<file path="src/rtl/mem_access_unit_if.sv">
// Data-memory bus between the MEM-stage load/store engine and the memory.
// The unit drives the request side; the memory returns ack and read data.
interface mem_access_unit_if;
  logic        dmem_req;
  logic        dmem_we;
  logic [31:0] dmem_addr;
  logic [31:0] dmem_wdata;
  logic [3:0]  dmem_be;
  logic        dmem_ack;
  logic [31:0] dmem_rdata;

  modport master (
    output dmem_req, dmem_we, dmem_addr, dmem_wdata, dmem_be,
    input  dmem_ack, dmem_rdata
  );

  modport slave (
    input  dmem_req, dmem_we, dmem_addr, dmem_wdata, dmem_be,
    output dmem_ack, dmem_rdata
  );
endinterface

</file>
<file path="src/rtl/mem_access_unit.sv">
// MEM-stage load/store engine: issues one req/ack bus access per memory op,
// stalls the front of the pipe while it is outstanding, formats load data.
//
// state  | meaning
// IDLE   | no access outstanding; ALU ops pass straight through
// BUSY   | request on the bus, waiting for ack or timeout
// RESP   | one cycle where MEM/WB captures the completed result
module mem_access_unit #(
  parameter int TIMEOUT_CYCLES = 255,
  parameter int CNT_W          = 8
) (
  input  logic               clk,
  input  logic               rst,
  input  logic [31:0]        ex_result_in,
  input  logic [31:0]        store_data_in,
  input  logic [2:0]         funct3_in,
  input  logic [4:0]         rd_in,
  input  logic               mwr_in,
  input  logic               werf_in,
  input  logic               wb_sel_in,
  mem_access_unit_if.master  dmem,
  output logic [31:0]        ex_result_out,
  output logic [31:0]        mem_rdata_out,
  output logic [4:0]         rd_out,
  output logic               werf_out,
  output logic               wb_sel_out,
  output logic               stall_out,
  output logic               misalign_out,
  output logic               bus_err_out
);

  localparam logic [CNT_W-1:0] TC_LAST = CNT_W'(TIMEOUT_CYCLES - 1);

  typedef enum logic [1:0] {S_IDLE, S_BUSY, S_RESP} state_t;

  state_t      state, state_nxt;
  logic        req_q, we_q, bus_err_q;
  logic [31:0] addr_q, wdata_q, rdata_q;
  logic [3:0]  be_q;
  logic [2:0]  f3_q;
  logic [1:0]  off_q;
  logic [CNT_W-1:0] cnt_q;

  logic        access, size_ok, addr_bad, illegal, start, timeout;
  logic [3:0]  be_calc;
  logic [31:0] wdata_calc, load_fmt;
  logic [7:0]  lane_byte;
  logic [15:0] lane_half;

  assign access   = mwr_in | wb_sel_in;
  assign addr_bad = ((funct3_in[1:0] == 2'b01) && ex_result_in[0]) ||
                    ((funct3_in[1:0] == 2'b10) && (ex_result_in[1:0] != 2'b00));
  assign illegal  = ~size_ok | addr_bad;
  assign start    = (state == S_IDLE) && access && !illegal;
  assign timeout  = (cnt_q == TC_LAST);

  always_comb begin
    size_ok = 1'b0;
    if (mwr_in)
      size_ok = funct3_in inside {3'b000, 3'b001, 3'b010};
    else
      size_ok = funct3_in inside {3'b000, 3'b001, 3'b010, 3'b100, 3'b101};
  end

  always_comb begin
    be_calc    = 4'b1111;
    wdata_calc = store_data_in;
    case (funct3_in[1:0])
      2'b00: begin
        be_calc    = 4'b0001 << ex_result_in[1:0];
        wdata_calc = {4{store_data_in[7:0]}};
      end
      2'b01: begin
        be_calc    = 4'b0011 << ex_result_in[1:0];
        wdata_calc = {2{store_data_in[15:0]}};
      end
      default: ;
    endcase
  end

  // Lane selection uses the offset latched at issue, not the live inputs.
  always_comb begin
    lane_byte = dmem.dmem_rdata[7:0];
    case (off_q)
      2'd1:    lane_byte = dmem.dmem_rdata[15:8];
      2'd2:    lane_byte = dmem.dmem_rdata[23:16];
      2'd3:    lane_byte = dmem.dmem_rdata[31:24];
      default: ;
    endcase
    lane_half = off_q[1] ? dmem.dmem_rdata[31:16] : dmem.dmem_rdata[15:0];
    case (f3_q)
      3'b000:  load_fmt = {{24{lane_byte[7]}}, lane_byte};
      3'b001:  load_fmt = {{16{lane_half[15]}}, lane_half};
      3'b100:  load_fmt = {24'd0, lane_byte};
      3'b101:  load_fmt = {16'd0, lane_half};
      default: load_fmt = dmem.dmem_rdata;
    endcase
  end

  always_ff @(posedge clk) begin
    if (!rst) state <= S_IDLE;
    else      state <= state_nxt;
  end

  always_comb begin
    state_nxt    = state;
    stall_out    = 1'b0;
    werf_out     = 1'b0;
    misalign_out = 1'b0;
    case (state)
      S_IDLE: begin
        if (!access) begin
          werf_out = werf_in;
        end else if (illegal) begin
          misalign_out = 1'b1;
        end else begin
          stall_out = 1'b1;
          state_nxt = S_BUSY;
        end
      end
      S_BUSY: begin
        stall_out = 1'b1;
        if (dmem.dmem_ack || timeout) state_nxt = S_RESP;
      end
      S_RESP: begin
        werf_out  = werf_in & ~bus_err_q;
        state_nxt = S_IDLE;
      end
      default: state_nxt = S_IDLE;
    endcase
  end

  always_ff @(posedge clk) begin
    if (!rst) begin
      req_q     <= 1'b0;
      we_q      <= 1'b0;
      addr_q    <= '0;
      wdata_q   <= '0;
      be_q      <= '0;
      rdata_q   <= '0;
      f3_q      <= '0;
      off_q     <= '0;
      cnt_q     <= '0;
      bus_err_q <= 1'b0;
    end else begin
      if (start) begin
        req_q   <= 1'b1;
        we_q    <= mwr_in;
        addr_q  <= {ex_result_in[31:2], 2'b00};
        be_q    <= be_calc;
        wdata_q <= wdata_calc;
        f3_q    <= funct3_in;
        off_q   <= ex_result_in[1:0];
        cnt_q   <= '0;
      end
      if (state == S_BUSY) begin
        // Ack takes priority over a timeout landing in the same cycle.
        if (dmem.dmem_ack) begin
          req_q <= 1'b0;
          if (!we_q) rdata_q <= load_fmt;
        end else if (timeout) begin
          req_q     <= 1'b0;
          bus_err_q <= 1'b1;
        end else begin
          cnt_q <= cnt_q + 1'b1;
        end
      end
      if (state == S_RESP) begin
        cnt_q     <= '0;
        bus_err_q <= 1'b0;
      end
    end
  end

  assign dmem.dmem_req   = req_q;
  assign dmem.dmem_we    = we_q;
  assign dmem.dmem_addr  = addr_q;
  assign dmem.dmem_wdata = wdata_q;
  assign dmem.dmem_be    = be_q;

  assign ex_result_out = ex_result_in;
  assign rd_out        = rd_in;
  assign wb_sel_out    = wb_sel_in;
  assign mem_rdata_out = rdata_q;
  assign bus_err_out   = bus_err_q;

endmodule

</file>
<file path="src/flat_wrapper.sv">
// flat-port wrapper written by rule: the top's interface ports become plain ports
module mem_access_unit_flat 
#(
  parameter int TIMEOUT_CYCLES = 255,
  parameter int CNT_W          = 8
)
  (clk, rst, ex_result_in, store_data_in, funct3_in, rd_in, mwr_in, werf_in, wb_sel_in, ex_result_out, mem_rdata_out, rd_out, werf_out, wb_sel_out, stall_out, misalign_out, bus_err_out, dmem_dmem_req, dmem_dmem_we, dmem_dmem_addr, dmem_dmem_wdata, dmem_dmem_be, dmem_dmem_ack, dmem_dmem_rdata);
  mem_access_unit_if dmem_i ();
  input  logic clk;
  input  logic rst;
  input  logic [31:0] ex_result_in;
  input  logic [31:0] store_data_in;
  input  logic [2:0] funct3_in;
  input  logic [4:0] rd_in;
  input  logic mwr_in;
  input  logic werf_in;
  input  logic wb_sel_in;
  output logic [31:0] ex_result_out;
  output logic [31:0] mem_rdata_out;
  output logic [4:0] rd_out;
  output logic werf_out;
  output logic wb_sel_out;
  output logic stall_out;
  output logic misalign_out;
  output logic bus_err_out;
  output wire logic [$bits(dmem_i.dmem_req)-1:0] dmem_dmem_req;
  output wire logic [$bits(dmem_i.dmem_we)-1:0] dmem_dmem_we;
  output wire logic [$bits(dmem_i.dmem_addr)-1:0] dmem_dmem_addr;
  output wire logic [$bits(dmem_i.dmem_wdata)-1:0] dmem_dmem_wdata;
  output wire logic [$bits(dmem_i.dmem_be)-1:0] dmem_dmem_be;
  input wire logic [$bits(dmem_i.dmem_ack)-1:0] dmem_dmem_ack;
  input wire logic [$bits(dmem_i.dmem_rdata)-1:0] dmem_dmem_rdata;
  assign dmem_dmem_req = dmem_i.dmem_req;
  assign dmem_dmem_we = dmem_i.dmem_we;
  assign dmem_dmem_addr = dmem_i.dmem_addr;
  assign dmem_dmem_wdata = dmem_i.dmem_wdata;
  assign dmem_dmem_be = dmem_i.dmem_be;
  assign dmem_i.dmem_ack = dmem_dmem_ack;
  assign dmem_i.dmem_rdata = dmem_dmem_rdata;
  mem_access_unit #(.TIMEOUT_CYCLES(TIMEOUT_CYCLES), .CNT_W(CNT_W)) u_core (.clk(clk), .rst(rst), .ex_result_in(ex_result_in), .store_data_in(store_data_in), .funct3_in(funct3_in), .rd_in(rd_in), .mwr_in(mwr_in), .werf_in(werf_in), .wb_sel_in(wb_sel_in), .dmem(dmem_i), .ex_result_out(ex_result_out), .mem_rdata_out(mem_rdata_out), .rd_out(rd_out), .werf_out(werf_out), .wb_sel_out(wb_sel_out), .stall_out(stall_out), .misalign_out(misalign_out), .bus_err_out(bus_err_out));
endmodule
</file>
<file path="config.mk">
export PLATFORM = sky130hd
export DESIGN_NAME = mem_access_unit_flat
export DESIGN_NICKNAME = d
export VERILOG_FILES = /design/src/rtl/mem_access_unit_if.sv /design/src/rtl/mem_access_unit.sv /design/src/flat_wrapper.sv
export SDC_FILE = /design/constraint.sdc
export NUM_CORES = 1
export LEC_CHECK = 0
export ABC_CLOCK_PERIOD_IN_PS = 8100
export BUFFER_PORTS_ARGS = -buffer_cell sky130_fd_sc_hd__buf_2
export CORE_ASPECT_RATIO = 0.9
export CORE_MARGIN = 4
export CORE_UTILIZATION = 45
export CTS_CLUSTER_DIAMETER = 60
export CTS_CLUSTER_SIZE = 28
export DETAILED_ROUTE_END_ITERATION = 10
export GPL_TIMING_DRIVEN = 0
export PLACE_DENSITY = 0.78
export SYNTH_ARGS = -nofsm -noshare
export SYNTH_HDL_FRONTEND = slang
export SYNTH_SLANG_ARGS = --single-unit
export TNS_END_PERCENT = 1
</file>
<file path="constraint.sdc">
create_clock -name clk -period 8.1 [get_ports clk]
set_input_delay 2.025 -clock clk [delete_from_list [all_inputs] [get_ports clk]]
set_output_delay 2.025 -clock clk [all_outputs]
set_load 0.1 [all_outputs]
</file>
Yosys cells after proc, flatten, opt, wreduce, memory -nomap -nowiden. Cells that the tools add are included.

Add/subtract/negate cells: 1. Shifts and indexed selects: 2. Muxes and demuxes: 26. Equal/unequal tests: 18. Bitwise operators: 8. Reductions and logical operators: 18.

Operators by type and width (count): 32-bit case mux with 4 select lines (1); 32-bit case mux with 2 select lines (1); 8-bit 2-to-1 mux (4); 8-bit case mux with 3 select lines (1); 16-bit 2-to-1 mux (1); 3-bit == test (second input constant) (4); 1-bit 2-to-1 mux (11); 3-bit AND reduction (3); 8-bit by 1-bit adder with 8-bit output (second input constant) (1); 2-bit == test (second input constant) (4); 8-bit == test (second input constant) (1); 4-bit case mux with 2 select lines (1); 2-bit by 1-bit == test with 1-bit output (second input constant) (3); 3-bit by 1-bit == test with 1-bit output (second input constant) (2); 3-bit zero test (2); 2-bit 2-to-1 mux (3); 1-bit inverter (5); 5-bit nonzero test (1); 1-bit logical AND (4); 2-bit zero test (2); 2-bit by 1-bit != test with 1-bit output (second input constant) (2); 1-bit case mux with 2 select lines (2); 2-bit case mux with 2 select lines (1); 1-bit by 2-bit << shifter with 4-bit output (first input constant) (1); other kinds (10) (12).

Output and inout port bits: 144. Flip-flop bits (word level): 116. Bits of input ports: 110.

Depth between registers and ports, before layout. Gate-level depths: netlist of run 1.

Word-level depth: 11. Mapped depth: 8. Depth with buffers taken out: 6.

Least setup slack after synthesis of run 1. OpenSTA, ideal clock, no wires.

Path kind: input -> output. From: input port mwr_in. To: output port misalign_out. Required time: 6075 ps. Stages on the path: 3. Arrival: 5159 ps. Setup slack: 916 ps. Cell sequence: a221o_1 -> nand2_1 -> nor4_1.

Longest elaborated chain between the ends: 6. Elaborated cells on any way between the ends: 7. Classes of those cells: mux: 4; bitwise: 3.

Ends and longest elaborated chain: start: declaration (line flat_wrapper.sv:15) `input logic mwr_in;`; 1-bit 2-to-1 mux (line mem_access_unit.sv:59) `if (mwr_in)`; 1-bit inverter (line mem_access_unit.sv:53) `assign illegal = ~size_ok | addr_bad;`; 1-bit bitwise OR (line mem_access_unit.sv:53); 1-bit 2-to-1 mux (line mem_access_unit.sv:114) `end else if (illegal) begin`; 1-bit 2-to-1 mux (*) (line mem_access_unit.sv:112) `if (!access) begin`; 1-bit 2-to-1 mux (*) (line mem_access_unit.sv:110) `case (state)`; end: declaration (line flat_wrapper.sv:24) `output logic misalign_out;`.

Every way passes the cells marked *; elsewhere a longest branch is shown, timed or not.

Worst setup path after layout of run 1.
From: input port ex_result_in[1]. To: output port stall_out.

Longest elaborated chain between the ends: 7.

Ends and longest elaborated chain: start: declaration (line flat_wrapper.sv:11) `input logic [31:0] ex_result_in;`; 2-bit nonzero test (line mem_access_unit.sv:52) `((funct3_in[1:0] == 2'b10) && (ex_result_in[1:0] != 2'b00));`; 1-bit logical AND (line mem_access_unit.sv:52); 1-bit logical OR (line mem_access_unit.sv:51) `assign addr_bad = ((funct3_in[1:0] == 2'b01) && ex_result_in[0]) ||`; 1-bit bitwise OR (line mem_access_unit.sv:53); 1-bit 2-to-1 mux (line mem_access_unit.sv:114); 1-bit 2-to-1 mux (line mem_access_unit.sv:112); 1-bit case mux with 2 select lines (line mem_access_unit.sv:110); end: declaration (line flat_wrapper.sv:23) `output logic stall_out;`.

Every way passes these cells.

==> out/metrics.cfg, run 1 <==
[outcome]
outcome=complete, no violations

[power_and_ir_drop]
p_sw_share_pct=36.9
intPower_mw=1.25
combinationalPowerShare_pct=28.0
p_per_area_mw_per_mm2=265
leakagePower_nw=3.44
peakVddDrop_v=0.000193
clockPowerShare_pct=40.7
netSwitchingPower_mw=0.732
p_seq_share_pct=31.3

[floorplan]
rows=37
die_x_um=124
die_area_mm2=0.0139
core_area_mm2=0.0116
initial_utilization_pct=46.7
io_pins=254
die_h_um=112

[drt]
via_count=5884
drt-pass1-iter-count=5
routed_via_density=5.23
route.detailed.drc=0
wl_per_cell_um=16.4
antenna_left=0
drtIter0Drc=447
drt-total-wl_mm=18.4

[cts]
cts_inserted_buffers=17
post_cts_buffers=0
clk_path_buf_depth=2
cts-root-buf=clkbuf_16
holdBufCountCts=0
clock_sinks=116
cts_htree_levels=4
cts_resized=0
cts.clk_slew.worst_paths_ns=0.06
cts_tree=yes
clkLatencyLatePin_ns=0.41

[sta]
tightest_slew_ns=0.997
fin_crit_sh_pct=79.0
setup_viol=0
fmax_mhz=156
grt_setup_unrepaired=false
finalHoldViolCount=0
period_needed_ns=6.40
slew_headroom_pct=33.0
skew_ns=0.00860
setup_tns_ns=0
slew_viol_final=0

[global_routing]
grt_use_met1_pct=34.1
grt_pass1_wl_mm=28.7
grt_use_met2_pct=40.9
grt_usage_pct=26.2
grt_overflow=0
top_usage_layer=met2
gr-usage-met3_pct=8.31
grt_pass1_vias=5679
grt_max_degree=17
antenna_found_initial=0

[placement]
finalWeightedCongestion=0.932
dp_hpwl_mm=14.1
placed_area_mm2=0.00685
port_buffers=245
post-place-cells=1092

[worst_setup_path]
worstSetupPathType=in -> out
cp-start-kind=primary input
cp-end-kind=primary output
worstPathRequired_ns=6.08
crit_fanout=10
arrival_ns=4.37

[final_layout]
syn2layout_area_growth_pct=38.2
seq_area_mm2=0.00232
multi_input_area_mm2=0.00254
num-fill-cells=1029
nets=1067
n_antenna_cell=0
drive_above_1_share_pct=34.7
design_area_mm2=0.00749
fin_cells=1124

[yosys]
synth_cell_types=49
syn_area_mm2=0.00542
yosysSeqAreaShare_pct=42.8
yosys.area.top_type=dfxtp_1
postSynthCellCount=690
async_flop_share_pct=0
yosys_warnings=0
synthTopCellsByArea=dfxtp_1, nand2_1, a21oi_1, buf_4, o21ai_0
yosysTopAreaCellShare_pct=42.8
ys_ff_latch=116
synthFlopType=dfxtp_1
synth_edf_count=0
avgSynthCellArea_um2=7.86

[job]
drv_cap=0

[min_path]
hold_class=reg -> reg

worst paths after layout:
path                                                start  slack (ns)                         to  depth (start not counted)
worst max register to register            u_core.state[1]        5.37   u_core.mem_rdata_out[24]                          7
worst max-delay path                      ex_result_in[1]        1.70                  stall_out                          7
worst min register to register  u_core.dmem.dmem_addr[28]        0.45  u_core.dmem.dmem_addr[28]                          2
worst min-delay path            u_core.dmem.dmem_addr[28]        0.45  u_core.dmem.dmem_addr[28]                          2
logic make-up after synthesis:
| group | count (synthesis) | synth area share, % |
|---|---|---|
| DFF | 116 | 42.8 |
| adders and majority gates | 2 | 0.461 |
| xor gates and xnor gates | 1 | 0.162 |
| buffers and inverters | 108 | 10.3 |
| and+or+nand+nor | 240 | 18.7 |
| AOI/OAI and AO/OA | 195 | 22.1 |
| muxes | 27 | 5.37 |
| other | 1 | 0.0691 |
cells in the final DEF (no fill, tap or decap), drive strengths merged, types with 2 or more instances in the layout:
cell,Yosys,layout
buf,45,290
nand2,163,163
dfxtp,116,116
a21oi,85,85
clkbuf,49,70
o21ai,48,48
nor2,30,30
mux2i,19,19
inv,14,15
nor3,12,12
a311oi,11,11
o211ai,10,10
nand3b,8,8
a211oi,8,8
nand3,7,7
mux2,7,7
a31o,7,7
a221oi,7,7
nor2b,4,4
bufinv,0,4
nor3b,3,3
nand4,3,3
o21a,3,3
a31oi,3,3
o31ai,3,3
clkinvlp,0,3
clkinv,0,3
and3,2,2
or3,2,2
ha,2,2
conb,1,2
flip-flops by register name, indices dropped and copies added (netlist names):
| register | flops |
|---|---|
| u_core.dmem.dmem_wdata | 32 |
| u_core.mem_rdata_out | 32 |
| u_core.dmem.dmem_addr | 30 |
| u_core.cnt_q | 8 |
| u_core.dmem.dmem_be | 4 |
| u_core.f3_q | 3 |
| u_core.off_q | 2 |
| u_core.state | 2 |
| u_core.bus_err_out | 1 |
| u_core.dmem.dmem_req | 1 |
| u_core.dmem.dmem_we | 1 |
metal layers:
metal | vias to the layer above | share of wire [%]
li1 | 2883 | -
met1 | 2704 | 42
met2 | 268 | 47
met3 | 29 | 9.2
met4 | 0 | 1.8
met5 | - | 0
stage by stage:
step	worst slack (ns)	hold slack (ns)	power [mW]	utilization, %
floorplan	0.916	0.447	1.07	-
global placement	1.72	0.438	1.18	58.9
detailed placement	1.71	0.445	1.19	58.9
CTS	1.71	0.452	1.99	64.5
global route	1.61	0.465	2.05	64.5
finish	1.70	0.450	1.98	64.5
critical path, stage by stage:
cell and delay [ns]:
buf_2 0.16, or4_1 0.62, a2111o_1 0.39, clkbuf_1 0.21, clkbuf_1 0.32, o21ai_0 0.18, buf_2 0.46
synth_stat cells, types with 8 or more instances:
master and n:
nand3b_1 8, clkbuf_1 49, buf_4 40, a211oi_1 8, inv_1 14, a311oi_1 11, dfxtp_1 116, nor2_1 30
o21ai_0 46, mux2i_1 19, a21oi_1 85, o211ai_1 10, nand2_1 163, nor3_1 12
power groups by stage:
stage          combinational, mW  sequential (mW)  clock [mW]
2_1_floorplan              0.213            0.857           0
3_3_place_gp               0.551            0.633           0
3_5_place_dp               0.552            0.633           0
4_1_cts                    0.554            0.622       0.816
5_1_grt                    0.581            0.626       0.844
6_report                   0.556            0.622       0.807
layout make-up:
class                           instances  area share [%]
Multi-Input combinational cell        467            34.0
Sequential cell                       116            31.0
Timing Repair Buffer                  245            16.4
Buffer                                 94            6.78
Clock buffer                           21            6.28
Tap cell                              156            2.60
Clock inverter                         11            2.32
Inverter                               14           0.701
(Power assumes the default switching activity.)
==> inputs of run 2 (changes only) <==
--- a/config.mk
+++ b/config.mk
@@ -5,16 +5,16 @@
 export SDC_FILE = /design/constraint.sdc
 export NUM_CORES = 1
 export LEC_CHECK = 0
-export ABC_CLOCK_PERIOD_IN_PS = 8100
+export ABC_CLOCK_PERIOD_IN_PS = 5200
 export BUFFER_PORTS_ARGS = -buffer_cell sky130_fd_sc_hd__buf_2
 export CORE_ASPECT_RATIO = 0.9
 export CORE_MARGIN = 4
-export CORE_UTILIZATION = 45
+export CORE_UTILIZATION = 42
 export CTS_CLUSTER_DIAMETER = 60
 export CTS_CLUSTER_SIZE = 28
 export DETAILED_ROUTE_END_ITERATION = 10
 export GPL_TIMING_DRIVEN = 0
-export PLACE_DENSITY = 0.78
+export PLACE_DENSITY = 0.76
 export SYNTH_ARGS = -nofsm -noshare
 export SYNTH_HDL_FRONTEND = slang
 export SYNTH_SLANG_ARGS = --single-unit
==> constraint.sdc (replaced) <==
create_clock -name clk -period 5.2 [get_ports clk]
set_input_delay 1.3 -clock clk [delete_from_list [all_inputs] [get_ports clk]]
set_output_delay 1.3 -clock clk [all_outputs]
set_load 0.1 [all_outputs]
==> out/metrics.cfg, run 2 (synthesis results as in run 1) <==
[outcome]
outcome=complete, no violations

[global_routing]
antenna_found_initial=0
grt_max_degree=17
grt_pass1_vias=5662
grt_pass1_wl_mm=29.0
grt_overflow=0
grt_usage_pct=24.9

[floorplan]
core_area_mm2=0.0127
io_pins=254
die_area_mm2=0.0148
die_h_um=116
die_x_um=128
rows=39
initial_utilization_pct=42.8

[min_path]
hold_class=reg -> reg

[worst_setup_path]
cp-end-kind=primary output
arrival_ns=3.61
cp-start-kind=primary input
worstPathRequired_ns=3.90
crit_fanout=10
worstSetupPathType=in -> out

[drt]
routed_via_density=5.23
drt-pass1-iter-count=5
antenna_left=0
wl_per_cell_um=16.4
route.detailed.drc=0
via_count=5921
drt-total-wl_mm=18.6
drtIter0Drc=526

[cts]
clk_path_buf_depth=2
post_cts_buffers=0
cts-root-buf=clkbuf_16
cts_inserted_buffers=17
clock_sinks=116
clkLatencyLatePin_ns=0.42
cts.clk_slew.worst_paths_ns=0.05
cts_tree=yes
cts_resized=0
holdBufCountCts=0
cts_htree_levels=4

[final_layout]
final_common_cell=buf_2
fin_cells=1132
n_antenna_cell=0
post-route-util_pct=58.7
drive_above_1_share_pct=34.8
layout_common_cells=buf_2, nand2_1, dfxtp_1
nets=1067
design_area_mm2=0.00744
num-fill-cells=1211
syn2layout_area_growth_pct=37.2

[sta]
skew_ns=0.00582
fmax_mhz=203
finalHoldViolCount=0
setup_viol=0
slew_viol_final=0
tightest_slew_ns=1.08
holdWs_ns=0.450
slew_headroom_pct=27.4
grt_setup_unrepaired=false
setup_tns_ns=0
layout_setup_ws_ns=0.286
period_needed_ns=4.91
fin_crit_sh_pct=94.5

[placement]
finalWeightedCongestion=0.912
post-place-ws_ns=0.264
dp_hpwl_mm=14.1
port_buffers=245
post-place-cells=1100
placed_area_mm2=0.00687

[power_and_ir_drop]
power.total_mw=2.97
p_per_area_mw_per_mm2=399
leakagePower_nw=3.42
peakVddDrop_v=0.000262

[job]
drv_cap=0

run 2: cell types whose count changed in the layout (fill, tap and decap cells not counted):
cell,previous run,this run
nor4_2,0,1
inv_6,1,0
nor4_1,1,0
clkinvlp_4,3,1
bufinv_16,4,2
clkinv_2,1,8
clkinv_4,2,0
run 2: worst paths after layout:
path	to	from	slack, ns	cells past startpoint
max	stall_out	ex_result_in[1]	0.29	7
min	u_core.dmem.dmem_addr[16]	u_core.dmem.dmem_addr[16]	0.45	2
max reg2reg	u_core.mem_rdata_out[24]	u_core.state[1]	2.39	7
min reg2reg	u_core.dmem.dmem_addr[16]	u_core.dmem.dmem_addr[16]	0.45	2
run 2: power breakdown:
group          internal [mW]  leakage, nW  total [mW]  switching [mW]
Clock                  0.734        0.292        1.14           0.403
Combinational          0.166         2.19       0.865           0.699
Sequential             0.943        0.946       0.969          0.0267
run 2: metal layers:
metal / GRT usage [%] / vias to the layer above / part of all wire (%)
met5: 0 / - / 0
met4: 9.83 / 0 / 2.0
met3: 7.56 / 34 / 9.2
met2: 40.2 / 265 / 48
met1: 31.4 / 2736 / 41
li1: - / 2886 / -
run 2: area by class of cell:
| cell class | instances | area, µm² | area share (%) |
|---|---|---|---|
| timing repair buffer | 245 | 1230 | 16.5 |
| inverter | 14 | 52.6 | 0.706 |
| sequential | 116 | 2320 | 31.2 |
| clock inverter | 11 | 108 | 1.45 |
| tap | 164 | 205 | 2.76 |
| multi-input combinational | 467 | 2550 | 34.3 |
| clock buffer | 21 | 470 | 6.32 |
| buffer | 94 | 508 | 6.82 |
run 2: critical path: stages:
cell,delay (ns)
buf_2,0.16
or4_1,0.62
a2111o_1,0.40
clkbuf_1,0.21
clkbuf_1,0.32
o21ai_0,0.15
buf_2,0.45
==> inputs of run 3 (changes only) <==
--- a/config.mk
+++ b/config.mk
@@ -7,7 +7,7 @@
 export LEC_CHECK = 0
 export ABC_CLOCK_PERIOD_IN_PS = 5200
 export BUFFER_PORTS_ARGS = -buffer_cell sky130_fd_sc_hd__buf_2
-export CORE_ASPECT_RATIO = 0.9
+export CORE_ASPECT_RATIO = 1.2
 export CORE_MARGIN = 4
 export CORE_UTILIZATION = 42
 export CTS_CLUSTER_DIAMETER = 60
==> out/metrics.cfg, run 3 (synthesis results as in run 1) <==
[outcome]
outcome=complete, no violations

[worst_setup_path]
cp.depth=7
cp_cell_sequence=buf_2 > or4_1 > a2111o_1 > clkbuf_1 > clkbuf_1 > o21ai_0 > buf_2
cp-start-kind=primary input
ff2ff_setup_slack_ns=2.68
r2r_end=u_core.mem_rdata_out[23]
worstSetupPathType=in -> out
r2r-start=u_core.state[1]
crit_fanout=10
crit_family=buffers and inverters
crit_slowest_cell=or4_1
reg2reg_depth=7
worstPathRequired_ns=3.90
cp-end-kind=primary output
critPathBufInv=4
cp-endpoint=stall_out
slowest_delay_ns=0.66
arrival_ns=3.68
crit_start=ex_result_in[1]

[global_routing]
grt_pass1_vias=5828
grt_overflow=0
grt_usage_pct=24.8
grt_max_degree=17
antenna_found_initial=2
grt_pass1_wl_mm=29.4

[placement]
port_buffers=245
finalWeightedCongestion=0.925
post-place-cells=1100
dp_hpwl_mm=14.4

[job]
drv_cap=0

[cts]
cts_tree=yes
cts_resized=0
cts.clk_slew.worst_paths_ns=0.06
clk_path_buf_depth=2
clock_sinks=116
holdBufCountCts=0
clkLatencyLatePin_ns=0.41
cts_htree_levels=4
cts-root-buf=clkbuf_16
cts_inserted_buffers=17
post_cts_buffers=0

[drt]
drt-total-wl_mm=18.8
drt-pass1-iter-count=7
wl_per_cell_um=16.6
routed_via_density=5.29
route.detailed.drc=0
via_count=5999
drtIter0Drc=469
antenna_left=0

[final_layout]
nets=1067
fin_cells=1134
syn2layout_area_growth_pct=38.9
layout_common_cells=buf_2, nand2_1, dfxtp_1
final_common_cell=buf_2
post-route-util_pct=59.5
drive_above_1_share_pct=34.6

[power_and_ir_drop]
netSwitchingPower_mw=1.14
p_per_area_mw_per_mm2=418
combinationalPowerShare_pct=27.4
intPower_mw=2.01
peakVddDrop_v=0.000278
p_seq_share_pct=30.8
clockPowerShare_pct=41.8
p_sw_share_pct=36.2
leakagePower_nw=3.45

[floorplan]
die_area_mm2=0.0148
io_pins=254
initial_utilization_pct=42.8
die_x_um=112
die_h_um=132
core_area_mm2=0.0127
rows=45

[sta]
tightest_slew_ns=0.810
grt_setup_unrepaired=false
fmax_mhz=201
skew_ns=0.0162
slew_headroom_pct=45.6
finalHoldViolCount=0
fin_crit_sh_pct=95.8
setup_viol=0
period_needed_ns=4.98
slew_viol_final=0

[min_path]
hold_class=reg -> reg

## run 3: worst min-delay path by stage
stage,startpoint,endpoint,cells past startpoint,slack [ns]
global placement,u_core.dmem.dmem_addr[26],u_core.dmem.dmem_addr[26],2,0.44
floorplan,u_core.f3_q[2],u_core.f3_q[2],2,0.45
finish,u_core.dmem.dmem_addr[19],u_core.dmem.dmem_addr[19],2,0.45
CTS,u_core.dmem.dmem_addr[19],u_core.dmem.dmem_addr[19],2,0.45
detailed placement,u_core.dmem.dmem_addr[19],u_core.dmem.dmem_addr[19],2,0.44
global route,u_core.dmem.dmem_wdata[5],u_core.dmem.dmem_wdata[5],2,0.47
## run 3: final cells by class
type                       count  area [µm²]
buffer                        94         508
fill                        1203        5130
timing repair buffer         245        1230
inverter                      14        52.6
sequential                   116        2320
tap                          164         205
multi-input combinational    467        2550
clock inverter                12         228
antenna                        2        5.00
clock buffer                  20         437
## run 3: power by group through the flow
stage / Combinational, mW / Clock [mW] / Sequential, mW
5_1_grt: 0.905 / 1.38 / 0.975
6_report: 0.863 / 1.32 / 0.970
3_3_place_gp: 0.858 / 0 / 0.985
2_1_floorplan: 0.333 / 0 / 1.33
4_1_cts: 0.864 / 1.33 / 0.969
3_5_place_dp: 0.861 / 0 / 0.987
## run 3: metal layers
metal	global-route usage [%]	routed length, µm	up-vias
li1	-	-	2889
met1	27.3	7130	2774
met2	44.0	9400	301
met3	8.97	1810	33
met4	8.45	474	2
met5	0	13	-
## run 3: tightest hold or removal path, delay by kind of cell (launching register included)
kind	cells	cell delay, ns
flops	1	0.30
compound gates	1	0.05
simple gates	1	0.05
## run 3: through the flow
stage          power (mW)  area, µm²  worst slack, ns  setup TNS [ns]  hold slack [ns]
3_5_place_dp         1.85       6870            0.167               0            0.443
5_1_grt              3.26       7530           0.0209               0            0.466
4_1_cts              3.17       7530            0.160               0            0.451
6_report             3.15       7530            0.221               0            0.450
2_1_floorplan        1.67       5430          -0.0171         -0.0171            0.447
3_3_place_gp         1.84       6870            0.168               0            0.438
